==> config.mk <==
export PLATFORM = sky130hd
export DESIGN_NAME = alu_arbiter
export DESIGN_NICKNAME = d
export VERILOG_FILES = /design/src/rtl/alu_arb_pkg.sv /design/src/rtl/alu_arb_grant.sv /design/src/rtl/alu_arbiter.sv
export SDC_FILE = /design/constraint.sdc
export NUM_CORES = 1
export LEC_CHECK = 0
export CAP_MARGIN = 20
export CORE_MARGIN = 10
export CORE_UTILIZATION = 35
export DETAILED_ROUTE_END_ITERATION = 12
export GPL_ROUTABILITY_DRIVEN = 1
export PLACE_DENSITY = 0.72
export SYNTH_ARGS = -nofsm -noshare
export SYNTH_HDL_FRONTEND = slang
export SYNTH_SLANG_ARGS = --single-unit
==> constraint.sdc <==
create_clock -name clk -period 3.6 [get_ports clk]
set_input_delay 0.72 -clock clk [delete_from_list [all_inputs] [get_ports clk]]
set_output_delay 0.72 -clock clk [all_outputs]
set_load 0.02 [all_outputs]
==> src/rtl/alu_arb_pkg.sv <==
// Shared constants for the ALU arbiter: width defaults, FSM state codes and ALU opcodes.
package alu_arb_pkg;

  localparam int DATA_W_DEF = 8;
  localparam int OP_W_DEF   = 3;

  localparam logic [1:0] ST_IDLE = 2'd0;
  localparam logic [1:0] ST_EXEC = 2'd1;
  localparam logic [1:0] ST_RESP = 2'd2;

  localparam logic [2:0] OP_ADD = 3'b000;
  localparam logic [2:0] OP_SUB = 3'b001;
  localparam logic [2:0] OP_AND = 3'b010;
  localparam logic [2:0] OP_XOR = 3'b011;

endpackage

==> src/rtl/alu_arb_grant.sv <==
// Two-way round-robin grant: picks at most one requester while the arbiter is idle.
module alu_arb_grant (
  input  logic       idle,
  input  logic       prio,
  input  logic [1:0] valid,
  output logic [1:0] ready
);

  // On contention the requester matching prio wins; a lone requester always wins.
  always_comb begin
    ready = 2'b00;
    if (idle) begin
      case (valid)
        2'b01:   ready = 2'b01;
        2'b10:   ready = 2'b10;
        2'b11:   ready = prio ? 2'b10 : 2'b01;
        default: ready = 2'b00;
      endcase
    end
  end

endmodule

==> src/rtl/alu_arbiter.sv <==
// alu_arbiter: shares one combinational ALU between two valid/ready requesters.
// Optional macro ALU_ARB_ZERO_FLAG_EN adds rsp_zero, the registered (alu_out == 0) flag.
module alu_arbiter
  import alu_arb_pkg::*;
#(
  parameter int DATA_W  = DATA_W_DEF,
  parameter int OP_W    = OP_W_DEF,
  parameter int ALU_LAT = 1
) (
  input  logic              clk,
  input  logic              rst_n,
  input  logic              req0_valid,
  output logic              req0_ready,
  input  logic [DATA_W-1:0] req0_in1,
  input  logic [DATA_W-1:0] req0_in2,
  input  logic [OP_W-1:0]   req0_op,
  input  logic              req1_valid,
  output logic              req1_ready,
  input  logic [DATA_W-1:0] req1_in1,
  input  logic [DATA_W-1:0] req1_in2,
  input  logic [OP_W-1:0]   req1_op,
  output logic              rsp_valid,
  input  logic              rsp_ready,
  output logic [DATA_W-1:0] rsp_data,
  output logic              rsp_id,
  output logic              busy,
`ifdef ALU_ARB_ZERO_FLAG_EN
  output logic              rsp_zero,
`endif
  output logic [DATA_W-1:0] alu_in1,
  output logic [DATA_W-1:0] alu_in2,
  output logic [OP_W-1:0]   alu_opcode,
  input  logic [DATA_W-1:0] alu_out
);

  localparam logic [3:0] CNT_INIT = 4'(ALU_LAT);

  logic [1:0] state;
  logic       prio;
  logic       id;
  logic [3:0] cnt;
  logic [1:0] ready_vec;
  logic       idle;
  logic       sel;
  logic       accept;

  // Ready is also held low while reset is asserted.
  assign idle = (state == ST_IDLE) && rst_n;

  alu_arb_grant u_grant (
    .idle  (idle),
    .prio  (prio),
    .valid ({req1_valid, req0_valid}),
    .ready (ready_vec)
  );

  assign req0_ready = ready_vec[0];
  assign req1_ready = ready_vec[1];
  assign sel        = ready_vec[1];
  assign accept     = |ready_vec;
  assign rsp_valid  = (state == ST_RESP);
  assign busy       = (state != ST_IDLE);

  always_ff @(posedge clk) begin
    if (!rst_n) begin
      state      <= ST_IDLE;
      prio       <= 1'b0;
      id         <= 1'b0;
      cnt        <= 4'd0;
      rsp_data   <= '0;
      rsp_id     <= 1'b0;
      alu_in1    <= '0;
      alu_in2    <= '0;
      alu_opcode <= '0;
`ifdef ALU_ARB_ZERO_FLAG_EN
      rsp_zero   <= 1'b0;
`endif
    end else begin
      case (state)
        ST_IDLE: begin
          if (accept) begin
            alu_in1    <= sel ? req1_in1 : req0_in1;
            alu_in2    <= sel ? req1_in2 : req0_in2;
            alu_opcode <= sel ? req1_op  : req0_op;
            id         <= sel;
            cnt        <= CNT_INIT;
            state      <= ST_EXEC;
          end
        end
        ST_EXEC: begin
          cnt <= cnt - 4'd1;
          // The ALU has settled on the held operands for ALU_LAT cycles by now.
          if (cnt == 4'd1) begin
            rsp_data <= alu_out;
            rsp_id   <= id;
`ifdef ALU_ARB_ZERO_FLAG_EN
            rsp_zero <= (alu_out == '0);
`endif
            state    <= ST_RESP;
          end
        end
        ST_RESP: begin
          if (rsp_ready) begin
            prio  <= ~rsp_id;
            state <= ST_IDLE;
          end
        end
        default: state <= ST_IDLE;
      endcase
    end
  end

endmodule

==> impl_metrics.yaml <==
global_route:
  overflow: 0
  grt.met1_usage_pct: 14.8
  use_met3_pct: 6.55
  grt_max_degree: 35
  grt_pass1_vias: 1946
  busiest_layer: "met2"
  antenna_found_initial: 0
  grt_first_pass_wirelength_mm: 9.47
  grtUsageTotal_pct: 13.4
  use_met2_pct: 22.4
critical_path:
  crit_top_cell: "clkdlybuf4s50_1"
  startpoint: "req0_valid"
  timing.rr.end: "alu_in1[7]"
  critPathRequiredTime_ns: 2.88
  endpoint_kind: "output port"
  regToRegStartpoint: "state[0]"
  rrSetupSlack_ns: 1.86
  cpMaxStageDelayCell: "clkdlybuf4s50_1"
  crit_chain: "clkdlybuf4s50_1, inv_1, a2111oi_0, clkdlybuf4s50_1"
  r2r_cells: 3
  critPathKind: "in2out"
  cp-start-kind: "input pin"
  crit_path_max_incr_delay_ns: 0.71
  crit_path_end: "req0_ready"
  worst_ep_arrival_time_ns: 2.59
  cp_max_fo: 8
power:
  comb_power_share_pct: 33.0
  p_int_uw: 744
  sw_frac_of_total_pct: 31.9
  ir_worst_vdd_mv: 0.195
  power_density_mw_per_mm2: 390
  p_clk_share_pct: 24.5
  seqPwrFrac_pct: 42.4
  leakagePower_nw: 0.911
  p_sw_uw: 348
sta:
  worstMarginPinSlew_ns: 0.881
  whs_ns: 0.478
  period_needed_ns: 3.31
  rsz0062_at_grt: "false"
  relSlewSlack_pct: 41.1
  finClkSkew_ns: 0.00674
  setup_viol_count_final: 0
  slew_viol_final: 0
  setup_tns_ns: 0
  timing.fmax_ghz: 0.302
  fin_crit_sh_pct: 92.0
  hold_viol: 0
cells_and_area:
  area_delta_synth_final_pct: 49.9
  drive_gt1_share_pct: 13.3
  diodes: 0
  finalNetCount: 331
  final_cells: 348
  fill_cells: 487
  regArea_um2: 721
  multi_input_area_mm2: 0.00101
floorplan:
  start_util_pct: 36.3
  dieArea_mm2: 0.00866
  coreArea_mm2: 0.00514
  die_y_um: 93.1
  rows: 26
  num_io_pins: 83
  die_w_um: 93.1
synthesis:
  ys.flop_type: "dfxtp_1"
  syn_avg_cell_area_um2: 9.20
  synthTopCellsByCount: "dfxtp_1, a21oi_1, o21ai_0"
  async_flop_share_pct: 0
  synth_top_area_share_pct: 38.6
  syn_nets: 256
  synth_most_common_cell: "dfxtp_1"
  ys_seq_area_share_pct: 38.6
  ys_warn_count: 0
  synth_edf_count: 0
  ys_types: 37
  synth_area_leaders: "dfxtp_1, a311oi_2, a21oi_1, nand3b_1, o21ai_0"
  yosysTopAreaCell: "dfxtp_1"
  ys_seq_elements: 36
  syn_area_mm2: 0.00187
  netlist_instances: 203
routing:
  vias: 1828
  postRouteAntennaNets: 0
  route.detailed.drc: 0
  drt-total-wl_mm: 5.70
  via_per_inst: 5.25
  routedWlPerCell_um: 16.4
  first_iter_violations: 57
  dr.pass1.iters: 4
job:
  cap_violations: 0
clocking:
  cts.clk_slew.worst_paths_ns: 0.07
  cts_hold_buf: 0
  cts_resized: 0
  numClockSinks: 36
  clockBufferDepth: 2
  cts_htree_levels: 2
  post-cts-setup-buffers: 0
  cts_buffers: 5
  cts_tree: "done"
  clk_latency_ns: 0.28
  cts-root-buf: "clkbuf_8"
placement:
  place_inst: 341
  portBuffers: 82
  finalWeightedCongestion: 0.786
  dp_hpwl_mm: 4.22
worst_hold_path:
  holdCritPathClass: "reg2reg"
run_status:
  status: "finished clean"
## critical path: cells and delay by family
family | cells | cell delay, ns
buffers and inverters | 3 | 1.32
AOI/OAI and AO/OA | 1 | 0.54
## flip-flops by register name, indices dropped and copies added, names as in the netlist
signal      cells
alu_in2         8
state           2
id              1
rsp_data        8
prio            1
cnt             4
alu_in1         8
rsp_id          1
alu_opcode      3
## layout make-up
cell class | count | area share (%)
multi-input cells | 139 | 36.1
repair buffers | 90 | 31.5
flip-flops and latches | 36 | 25.7
well taps | 70 | 3.13
clock buffers | 6 | 2.59
inverters | 6 | 0.804
clock inverters | 1 | 0.179
## layer usage
layer  routed length, um  vias up
met5                   0        -
met4                  53        0
met3                 501        6
met2                2680       59
met1                2460      848
li1                    -      915
## metrics by stage
step | cell area, um^2 | worst slack (ns) | utilization [%] | power (mW)
detailed placement | 2720 | 0.256 | 53.0 | 0.836
global placement | 2720 | 0.296 | 53.0 | 0.832
global route | 2800 | 0.237 | 54.5 | 1.16
floorplan | 1870 | 0.818 | - | 0.683
CTS | 2800 | 0.240 | 54.5 | 1.11
finish | 2800 | 0.287 | 54.5 | 1.09
## how the worst min path moves through the flow
stage / from / end / cells after the start
3_3_place_gp: rsp_data[4] / rsp_data[4] / 2
4_1_cts: rsp_data[4] / rsp_data[4] / 2
6_report: rsp_data[6] / rsp_data[6] / 2
5_1_grt: id / id / 2
3_5_place_dp: rsp_data[4] / rsp_data[4] / 2
2_1_floorplan: id / rsp_id / 2
## power by group through the flow
stage | Clock, mW | Combinational, mW | Sequential [mW]
2_1_floorplan | 0 | 0.181 | 0.501
3_3_place_gp | 0 | 0.360 | 0.472
3_5_place_dp | 0 | 0.364 | 0.472
4_1_cts | 0.283 | 0.365 | 0.463
5_1_grt | 0.296 | 0.396 | 0.468
6_report | 0.268 | 0.360 | 0.463
## placed cells by master, fill, tap and decap left out, types with 2 or more instances in the layout
master / Yosys / final
a2111oi_0: 2 / 2
a21oi_1: 32 / 32
a311oi_1: 2 / 2
a311oi_2: 18 / 18
buf_4: 1 / 8
clkbuf_8: 0 / 5
clkdlybuf4s50_1: 0 / 82
dfxtp_1: 36 / 36
ha_1: 2 / 2
inv_1: 5 / 5
nand3_1: 10 / 10
nand3b_1: 14 / 14
nor2_1: 3 / 3
nor2b_1: 2 / 2
o211ai_1: 6 / 6
o21ai_0: 21 / 21
o21ai_1: 9 / 9
or2_1: 2 / 2
## logic make-up after synthesis
kind of cell | count (synthesis) | synth area share [%]
XOR/XNOR | 2 | 0.938
buffers and inverters | 28 | 7.30
flip-flops | 36 | 38.6
AND/OR/NAND/NOR | 41 | 14.8
AO/OA/AOI/OAI | 94 | 37.0
adder cells (fa/ha/maj) | 2 | 1.34
Note: power is estimated with default switching activity, not from simulation.
